--- config.mk ---
export PLATFORM = sky130hd
export DESIGN_NAME = craps_datapath_flat
export DESIGN_NICKNAME = d
export VERILOG_FILES = /design/src/rtl/craps_if.sv /design/src/rtl/craps_datapath.sv /design/src/flat_wrapper.sv
export SDC_FILE = /design/constraint.sdc
export NUM_CORES = 1
export LEC_CHECK = 0
export CAP_MARGIN = 20
export CORE_ASPECT_RATIO = 1.25
export CORE_MARGIN = 2
export CORE_UTILIZATION = 45
export CTS_CLUSTER_DIAMETER = 30
export DETAILED_ROUTE_END_ITERATION = 10
export DONT_BUFFER_PORTS = 1
export PLACE_DENSITY = 0.56
export SYNTH_ARGS = -nofsm -noshare
export SYNTH_HDL_FRONTEND = slang
export SYNTH_SLANG_ARGS = --single-unit
--- constraint.sdc ---
create_clock -name clk_main -period 5.9 [get_ports clk_main]
set_clock_uncertainty 0.05 [all_clocks]
set_input_delay 1.18 -clock clk_main [delete_from_list [all_inputs] [get_ports clk_main]]
set_output_delay 1.18 -clock clk_main [all_outputs]
set_load 0.1 [all_outputs]
--- src/rtl/craps_if.sv ---
// Handshake bundle between the craps game controller and the dice datapath.
// The controller drives roll and the set-point enable. The datapath returns
// the captured dice, their sum, the point register and the outcome flags.
interface craps_if;
    logic       roll;
    logic       sp;
    logic [2:0] die1;
    logic [2:0] die2;
    logic [3:0] sum;
    logic [3:0] point;
    logic       point_valid;
    logic       result_valid;
    logic       natural;
    logic       craps;
    logic       eq;
    logic       seven_out;

    modport master (
        output roll, sp,
        input  die1, die2, sum, point, point_valid, result_valid,
        input  natural, craps, eq, seven_out
    );

    modport slave (
        input  roll, sp,
        output die1, die2, sum, point, point_valid, result_valid,
        output natural, craps, eq, seven_out
    );
endinterface

--- src/rtl/craps_datapath.sv ---
// Dice datapath for the craps controller.
// Two chained spinners run while roll is high. When roll drops, the dice are
// captured one cycle later, together with their sum and the outcome flags.
// Which flags apply depends on whether this is a first roll (sp high) or a
// point roll against a previously stored point.
module craps_datapath #(
    parameter logic [2:0] SEED1 = 3'd1,
    parameter logic [2:0] SEED2 = 3'd1
) (
    input  logic clk_main,
    input  logic reset,
    craps_if.slave bus
);

    logic [2:0] s1;
    logic [2:0] s2;
    logic       roll_q;

    logic [2:0] die1_r;
    logic [2:0] die2_r;
    logic [3:0] sum_r;
    logic [3:0] point_r;
    logic       point_valid_r;
    logic       result_valid_r;
    logic       natural_r;
    logic       craps_r;
    logic       eq_r;
    logic       seven_out_r;

    logic       capture;
    logic [3:0] next_sum;
    logic       is_natural;
    logic       is_craps;

    // Capture happens on the first edge that sees roll low after it was high.
    // The sum and its first-roll classification are taken from the live spinners.
    always_comb begin
        capture    = 1'b0;
        next_sum   = 4'd0;
        is_natural = 1'b0;
        is_craps   = 1'b0;

        capture    = !bus.roll && roll_q;
        next_sum   = {1'b0, s1} + {1'b0, s2};
        is_natural = (next_sum == 4'd7) || (next_sum == 4'd11);
        is_craps   = (next_sum == 4'd2) || (next_sum == 4'd3) || (next_sum == 4'd12);
    end

    // Delayed copy of roll, used to detect its falling edge.
    always_ff @(posedge clk_main or posedge reset) begin
        if (reset) begin
            roll_q <= 1'b0;
        end else begin
            roll_q <= bus.roll;
        end
    end

    // Die 1 counts 1..6 while rolling. Die 2 steps only when die 1 wraps,
    // so the pair walks through all 36 combinations in a fixed order.
    always_ff @(posedge clk_main or posedge reset) begin
        if (reset) begin
            s1 <= SEED1;
            s2 <= SEED2;
        end else if (bus.roll) begin
            if (s1 == 3'd6) begin
                s1 <= 3'd1;
                s2 <= (s2 == 3'd6) ? 3'd1 : s2 + 3'd1;
            end else begin
                s1 <= s1 + 3'd1;
            end
        end
    end

    // Registers the dice, sum, flags and point on a capture edge; they hold otherwise.
    always_ff @(posedge clk_main or posedge reset) begin
        if (reset) begin
            die1_r         <= 3'd0;
            die2_r         <= 3'd0;
            sum_r          <= 4'd0;
            point_r        <= 4'd0;
            point_valid_r  <= 1'b0;
            result_valid_r <= 1'b0;
            natural_r      <= 1'b0;
            craps_r        <= 1'b0;
            eq_r           <= 1'b0;
            seven_out_r    <= 1'b0;
        end else begin
            result_valid_r <= capture;
            if (capture) begin
                die1_r <= s1;
                die2_r <= s2;
                sum_r  <= next_sum;
                if (bus.sp) begin
                    natural_r   <= is_natural;
                    craps_r     <= is_craps;
                    eq_r        <= 1'b0;
                    seven_out_r <= 1'b0;
                    if (!is_natural && !is_craps) begin
                        point_r       <= next_sum;
                        point_valid_r <= 1'b1;
                    end
                end else if (point_valid_r) begin
                    natural_r   <= 1'b0;
                    craps_r     <= 1'b0;
                    eq_r        <= (next_sum == point_r);
                    seven_out_r <= (next_sum == 4'd7);
                end else begin
                    natural_r   <= 1'b0;
                    craps_r     <= 1'b0;
                    eq_r        <= 1'b0;
                    seven_out_r <= 1'b0;
                end
            end
        end
    end

    assign bus.die1         = die1_r;
    assign bus.die2         = die2_r;
    assign bus.sum          = sum_r;
    assign bus.point        = point_r;
    assign bus.point_valid  = point_valid_r;
    assign bus.result_valid = result_valid_r;
    assign bus.natural      = natural_r;
    assign bus.craps        = craps_r;
    assign bus.eq           = eq_r;
    assign bus.seven_out    = seven_out_r;

endmodule

--- src/flat_wrapper.sv ---
// flat-port wrapper written by rule: the top's interface ports become plain ports
module craps_datapath_flat 
#(
    parameter logic [2:0] SEED1 = 3'd1,
    parameter logic [2:0] SEED2 = 3'd1
)
  (clk_main, reset, bus_roll, bus_sp, bus_die1, bus_die2, bus_sum, bus_point, bus_point_valid, bus_result_valid, bus_natural, bus_craps, bus_eq, bus_seven_out);
  craps_if bus_i ();
  input  logic clk_main;
  input  logic reset;
  input wire logic [$bits(bus_i.roll)-1:0] bus_roll;
  input wire logic [$bits(bus_i.sp)-1:0] bus_sp;
  output wire logic [$bits(bus_i.die1)-1:0] bus_die1;
  output wire logic [$bits(bus_i.die2)-1:0] bus_die2;
  output wire logic [$bits(bus_i.sum)-1:0] bus_sum;
  output wire logic [$bits(bus_i.point)-1:0] bus_point;
  output wire logic [$bits(bus_i.point_valid)-1:0] bus_point_valid;
  output wire logic [$bits(bus_i.result_valid)-1:0] bus_result_valid;
  output wire logic [$bits(bus_i.natural)-1:0] bus_natural;
  output wire logic [$bits(bus_i.craps)-1:0] bus_craps;
  output wire logic [$bits(bus_i.eq)-1:0] bus_eq;
  output wire logic [$bits(bus_i.seven_out)-1:0] bus_seven_out;
  assign bus_i.roll = bus_roll;
  assign bus_i.sp = bus_sp;
  assign bus_die1 = bus_i.die1;
  assign bus_die2 = bus_i.die2;
  assign bus_sum = bus_i.sum;
  assign bus_point = bus_i.point;
  assign bus_point_valid = bus_i.point_valid;
  assign bus_result_valid = bus_i.result_valid;
  assign bus_natural = bus_i.natural;
  assign bus_craps = bus_i.craps;
  assign bus_eq = bus_i.eq;
  assign bus_seven_out = bus_i.seven_out;
  craps_datapath #(.SEED1(SEED1), .SEED2(SEED2)) u_core (.clk_main(clk_main), .reset(reset), .bus(bus_i));
endmodule
After elaboration in Yosys (flattened, before gate mapping)
Cells that the tools add are included.
{ "word_totals": {"register_bits": 27, "out_inout_bits": 20} }
{ "classes": {"addsub": 3, "n_eq_ne": 8, "mux": 8, "reduce_logical": 10} }
{ "ops": {"columns": ["operator", "n"], "rows": [
  ["4-bit by 2-bit equality test with 1-bit output, second input constant", 2],
  ["4-bit equality test, second input constant", 2],
  ["3-bit by 1-bit adder with 3-bit output, second input constant", 2],
  ["3-bit equality test, second input constant", 2],
  ["1-bit 2-to-1 mux", 6],
  ["3-bit 2-to-1 mux", 2],
  ["3-bit by 3-bit adder with 4-bit output", 1],
  ["4-bit by 3-bit equality test with 1-bit output, second input constant", 1],
  ["4-bit equality test", 1],
  ["1-bit zero test", 3],
  ["1-bit logical OR", 3],
  ["3-bit AND reduction", 1],
  ["1-bit logical AND", 2],
  ["2-bit AND reduction", 1]
]} }

Depth between registers and ports, before layout
Gate-level depths: netlist (run 1).
{ "depth": {"word_depth": 7, "ltp_mapped": 8, "ltp_nobuf": 7} }

Worst setup path before layout (run 1)
OpenSTA, ideal clock, no wires.
{ "synth_timing": {"path_kind": "flip-flop to flip-flop", "startpoint": "reg u_core.s1[0]", "endpoint": "reg u_core.point_r[0] (netlist: u_core.bus.point[0])", "setup_ps": 94, "t_arrival_ps": 2290, "setup_slack_ps": 3466, "path_stages_with_launch": 9, "path_buffers": 1, "synth_period_minus_slack_ps": 2434, "path_cell_list": "dfstp_2 -> ha_1 -> inv_1 -> fa_1 -> xor2_1 -> or3_1 -> buf_2 -> a32o_1 -> a221oi_2"} }
{ "synth_via": {"elab_chain_cells": 7, "elab_cells_between_ends": 13, "classes_between": "add/sub (1); eq/ne (5); reduce/logical (7)"} }
{ "synth_rtl": {"columns": ["item", "line_no", "text"], "rows": [
  ["start, declared", "craps_datapath.sv:15", "logic [2:0] s1;"],
  ["start signal, assigned", "craps_datapath.sv:69", "s1 <= s1 + 3'd1;"],
  ["3-bit by 3-bit adder with 4-bit output *", "craps_datapath.sv:44", "next_sum = {1'b0, s1} + {1'b0, s2};"],
  ["4-bit by 2-bit equality test with 1-bit output", "craps_datapath.sv:46", "is_craps = (next_sum == 4'd2) || (next_sum == 4'd3) || (next_sum == 4'd12);"],
  ["1-bit logical OR (2 in series)", "craps_datapath.sv:46", null],
  ["1-bit zero test", "craps_datapath.sv:98", "if (!is_natural && !is_craps) begin"],
  ["1-bit logical AND", "craps_datapath.sv:98", null],
  ["3-bit AND reduction (no source line)", null, null],
  ["end signal, assigned", "craps_datapath.sv:99", "point_r <= next_sum;"],
  ["end, declared", "craps_datapath.sv:22", "logic [3:0] point_r;"]
]} }
Every way passes the cells marked *; elsewhere a longest branch is shown, timed or not.
A chain may end at the register's enable or synchronous reset.

Final worst setup path (run 1)
Ends and elaborated chain as after synthesis.

==> reports/metrics.csv, run 1 <==
metric,value,unit
status,"finished, final reports clean",
synth_area_per_cell,9.56,um2
maxCapViolCount,0,
tns,0,ns
synth-compound-area-share,17.2,%
final_hold_viol_count,0,
synthArstFlopShare,100,%
slew_violations,0,
yosys.area.top_type,dfrtp_1,
cts_setup_buffers,0,
grt_pass1_vias,999,
synth_cells,141,
top_usage_layer,met2,
cts-root-buf,clkbuf_4,
reg2reg_depth,7,
synth-edff-count,0,
synth.distinct_cells,35,
fp.dieH,65.2,um
numCtsBuffers,3,
hold_path.class,reg -> reg,
grt_pass1_wl,4710,um
io_pins,24,
tightest_slew,1.01,ns
wirelength,2800,um
wl_per_cell,15.8,um
grt_use_met2,31.9,%
synth_top_area_share,46.4,%
fin_crit,2.65,ns
synth_mux_area_share,0.836,%
nFillCells,284,
min_delay_worst_endpoint,u_core.s2[0],
max_freq,0.377,GHz
r2r_slack,3.25,ns
num_rows,22,
grt_antenna_before_repair,0,
utilization,49.2,%
chipWidth,52.9,um
grt_max_degree,28,
grt_overflow,0,
synth-xor-area-share,5.20,%
drt_iter0_drc,21,
dp_hpwl,2080,um
ys.flop_type,dfrtp_1,
setup_violations,0,
rsz0062_at_grt,no,
cp_max_fo,7,
post_cts_resize_count,0,
final_antenna_net_count,0,
clk_pin_slew_worst_paths,0.16,ns
met3_usage,2.73,%
critPathCaptureType,flip-flop,
slew_headroom,33.0,%
clock-sinks,27,
synth_area_leaders,"dfrtp_1 (46%), nand2_1 (7.8%), o21ai_0 (5.9%)",
synth_top_family_by_area,compound AO/OA/AOI/OAI gates,
hold_depth,1,
worstPathRequired,6.11,ns
finalCritPeriodShare,45.0,%
port_buffers,0,
cts_buffer_depth,2,
hold_path_startpoint,u_core.s2[0],
hold_buffers,0,
syn2layout_area_growth,5.48,%
worstSkewPairLatency,0.33,ns
final_nets,150,
vias_per_cell,5.45,
yosysWarnings,0,
yosys.area_share.simple,16.8,%
worstSetupStartpointType,flip-flop,
crit_arrival,2.86,ns
drive_above_1_share,6.38,%
drc_errors,0,
ys_seq_elements,27,
vias,964,
gp_congestion,0.814,
worst-setup-path-type,reg -> reg,
antennaDiodeCount,0,
first_pass_iters,4,
r2r-start,u_core.s1[0],
core,2890,um2
seq_area_frac_synth,50.3,%
synth_adder_area_share,5.01,%
die_area,3450,um2
netlist_area,1350,um2
h-tree-depth,1,
gr-usage-all-layers,18.7,%
cts_tree,yes,
synth_nets,149,
timing.rr.end,u_core.bus.point[0],
grt_use_met1,22.3,%
initial_core_util,46.6,%
==> sequential cells by signal (all words and copies together) (netlist names) <==
| signal | cells |
|---|---|
| u_core.bus.point | 4 |
| u_core.bus.sum | 4 |
| u_core.bus.die1 | 3 |
| u_core.bus.die2 | 3 |
| u_core.s1 | 3 |
| u_core.s2 | 3 |
| u_core.bus.craps | 1 |
| u_core.bus.eq | 1 |
| u_core.bus.natural | 1 |
| u_core.bus.point_valid | 1 |
| u_core.bus.result_valid | 1 |
| u_core.bus.seven_out | 1 |
| u_core.roll_q | 1 |
==> Yosys cell counts (all sizes together), types with 3 or more instances <==
library cell,count
nand2b,3
a21oi,6
o22ai,3
inv,9
ha,3
o21ai,16
nand2,28
xor2,4
buf,3
dfrtp,25
nor2,9
xnor2,4
==> cell usage in the layout, fill, tap and decap left out, types with 2 or more instances in the layout <==
cell type	Yosys	final
nand2_1	28	28
dfrtp_1	25	25
o21ai_0	16	16
inv_1	9	9
nor2_1	9	9
a21oi_1	6	6
xor2_1	4	4
xnor2_1	4	4
o22ai_1	3	3
nand2b_1	3	3
ha_1	3	3
clkbuf_4	0	3
or3_1	2	2
o211ai_1	2	2
a311oi_1	2	2
nand4_1	2	2
dfstp_2	2	2
==> final cells by class <==
cell class	instances	area (um2)	share of cell area, %
sequential	27	678	47.7
multi-input combinational	100	607	42.7
tap	36	45.0	3.17
inverter	9	33.8	2.38
timing repair buffer	1	27.5	1.94
clock buffer	3	22.5	1.58
clock inverter	1	7.51	0.528
==> cell families after synthesis <==
| kind of cell | after synthesis |
|---|---|
| DFF | 27 |
| muxes | 1 |
| buffers and inverters | 14 |
| AOI/OAI and AO/OA | 36 |
| and+or+nand+nor | 50 |
| adders and majority gates | 5 |
| xor gates and xnor gates | 8 |
==> worst max path at each step <==
stage	start	to	slack [ns]	depth (start not counted)
after CTS	u_core.s1[0]	u_core.bus.point[0]	3.25	7
final	u_core.s1[0]	u_core.bus.point[0]	3.25	7
after global placement	u_core.s1[0]	u_core.bus.point[0]	3.32	7
after global routing	u_core.s2[0]	u_core.bus.point[0]	3.14	7
after floorplan	u_core.s1[0]	u_core.bus.point[0]	3.47	8
after detailed placement	u_core.s1[0]	u_core.bus.point[0]	3.30	7
==> per-stage QoR <==
step / setup WS, ns / cell area [um2] / hold WS [ns] / instances
floorplan: 3.47 / 1350 / 0.445 / 141
global placement: 3.32 / 1360 / 0.476 / 172
detailed placement: 3.30 / 1360 / 0.470 / 172
CTS: 3.25 / 1390 / 0.495 / 176
global route: 3.14 / 1420 / 0.530 / 177
finish: 3.25 / 1420 / 0.492 / 177
==> critical path, stage by stage (launching register included) <==
cell	delay (ns)
dfstp_2	0.63
ha_1	0.19
inv_1	0.06
fa_1	0.43
xor2_1	0.20
or3_1	0.48
a32o_1	0.26
a221oi_2	0.27
==> layer usage <==
metal	wire [um]	part of all wire [%]	vias up
met5	0	0	-
met4	41	1.5	0
met3	79	2.8	5
met2	1460	52	17
met1	1220	44	460
li1	-	-	482
Power of run 1 is left out: the tool's default activity adds up to more than one toggle a clock period on the data nets, which glitch-free logic cannot reach.
==> run 2: changes to the inputs <==
- PLACE_DENSITY: 0.56 -> 0.58
- clock period: 5.9 -> 2.1 ns (I/O delays scaled with it)
==> run 2 against run 1 <==
Compared with the run above: the run now ends with negative setup slack left; sequential cell count stayed put; clock-buffer cell count is the same; via count up 13%; design area rose by 21%; largest cell class unchanged; non-clock buffer count is 34 higher; critical endpoint unchanged; global-route usage rose by 0.72 points; die area unchanged; core utilization is 10 points higher.
==> reports/metrics.csv, run 2 (synthesized netlist as in run 1, its figures left out) <==
metric,value,unit,change
io_pins,24,,unchanged
cts_buffer_depth,2,,unchanged
placed_cells,205,,+19%
utilization,59.5,%,+10 points
clk_pin_slew_worst_paths,0.14,ns,-0.02 ns
timing.rr.end,u_core.bus.point[0],,
initial_core_util,46.6,%,unchanged
final_antenna_net_count,0,,unchanged
tns,-0.220,ns,-0.220 ns
hold_path_startpoint,bus_roll,,
reg2reg_depth,7,,unchanged
final_common_cell,buf_4,,
gr-usage-all-layers,19.4,%,+0.72 points
worstSkewPairLatency,0.32,ns,about the same
worstSetupStartpointType,flip-flop,,
cp-startpoint,u_core.s2[0],,
num_rows,22,,unchanged
finalCritPeriodShare,107,%,+62 points
grt_max_degree,28,,unchanged
nFillCells,269,,-5.3%
gp_congestion,0.856,,+5.0%
core,2890,um2,unchanged
grt_pass1_vias,1075,,+7.6%
die_area,3450,um2,unchanged
drive_above_1_share,32.0,%,+26 points
critPathCaptureType,flip-flop,,
worstPathRequired,2.29,ns,-3.82 ns
setup_slack,-0.152,ns,-3.40 ns
final_cell_mix,"buf_4 (33), nand2_1 (27), dfrtp_1 (25)",,
multi_input_area,666,um2,+9.7%
antennaDiodeCount,0,,unchanged
cts_tree,yes,,
fin_crit,2.25,ns,-0.400 ns
grt_antenna_before_repair,0,,unchanged
dp_hpwl,2290,um,+10%
cts-root-buf,clkbuf_4,,
regArea,678,um2,unchanged
violations,negative setup slack,,
wirelength,2980,um,+6.2%
final_nets,184,,+23%
slew_headroom,39.8,%,+6.9 points
grt_overflow,0,,unchanged
vias,1089,,+13%
maxCapViolCount,0,,unchanged
final_hold_viol_count,0,,unchanged
tightest_slew,0.903,ns,-0.103 ns
clock-sinks,27,,unchanged
syn2layout_area_growth,27.6,%,
finalNonFillerCells,211,,+19%
setup_violations,3,,+3
vias_per_cell,5.16,,-5.2%
cp_max_fo,2,,-5
rsz0062_at_grt,yes,,
grt_pass1_wl,4970,um,+5.6%
numCtsBuffers,3,,unchanged
worst-setup-path-type,reg -> reg,,
drt_iter0_drc,9,,-57%
drc_errors,0,,unchanged
r2r-start,u_core.s2[0],,
cp-endpoint,u_core.bus.point[0],,
hold_ws,0.0543,ns,-0.437 ns
hold_path.class,in -> reg,,
chipWidth,52.9,um,unchanged
status,"complete, but fails checks",,
max_freq,0.444,GHz,+18%
fp.dieH,65.2,um,unchanged
r2r_slack,-0.15,ns,-3.40 ns
first_pass_iters,4,,unchanged
wl_per_cell,14.1,um,-11%
port_buffers,0,,unchanged
slew_violations,0,,unchanged
h-tree-depth,1,,unchanged
crit_arrival,2.44,ns,-0.42 ns
-- run 2: cell types whose count changed in the layout (fill, tap and decap cells not counted), sizes merged --
cell	before	now
dlygate4sd3	0	1
clkinv	0	1
clkinvlp	1	0
buf	1	34
-- run 2: timing repair --
action | in CTS | in global routing
gates resized for setup | 1 | 11
buffers inserted | 0 | 1
hold endpoints to repair | 25 | 0
setup endpoints to repair | 7 | 8
pin swaps | 2 | 9
hold buffers | 1 | 0
-- run 2: layer usage --
metal / global-route usage, % / vias to the layer above / part of all wire [%]
met2: 33.4 / 14 / 53
met5: 0 / - / 0
met4: 6.73 / 0 / 1.2
met1: 24.5 / 516 / 44
met3: 2.73 / 4 / 2.4
li1: - / 555 / -
-- run 2: layout make-up --
cell class / instances / area share [%]
Multi-Input combinational cell: 100 / 38.7
Tap cell: 36 / 2.62
Clock buffer: 3 / 1.31
Clock inverter: 1 / 0.291
Timing Repair Buffer: 35 / 15.6
Sequential cell: 27 / 39.4
Inverter: 9 / 1.97
-- run 2: worst min path at each step --
| stage | depth (start not counted) | slack [ns] | to |
|---|---|---|---|
| after floorplan | 0 | 0.40 | u_core.roll_q |
| after global placement | 2 | 0.34 | u_core.bus.result_valid |
| after detailed placement | 2 | 0.35 | u_core.bus.sum[3] |
| after CTS | 0 | 0.05 | u_core.roll_q |
| after global routing | 0 | 0.04 | u_core.roll_q |
| final | 0 | 0.05 | u_core.roll_q |
-- run 2: per-stage QoR --
stage          area, um2  setup WS, ns
5_1_grt             1720        -0.229
6_report            1720        -0.152
2_1_floorplan       1380        -0.259
4_1_cts             1680        -0.143
3_5_place_dp        1630        -0.137
3_3_place_gp        1630       -0.0930
-- run 2: critical path: stages (launching register included) --
cell,delay (ns)
dfstp_2,0.58
ha_4,0.14
inv_2,0.04
fa_2,0.38
xor2_2,0.16
or3_4,0.33
a32o_2,0.23
a221oi_2,0.26
Power of run 2 is left out for the same reason.
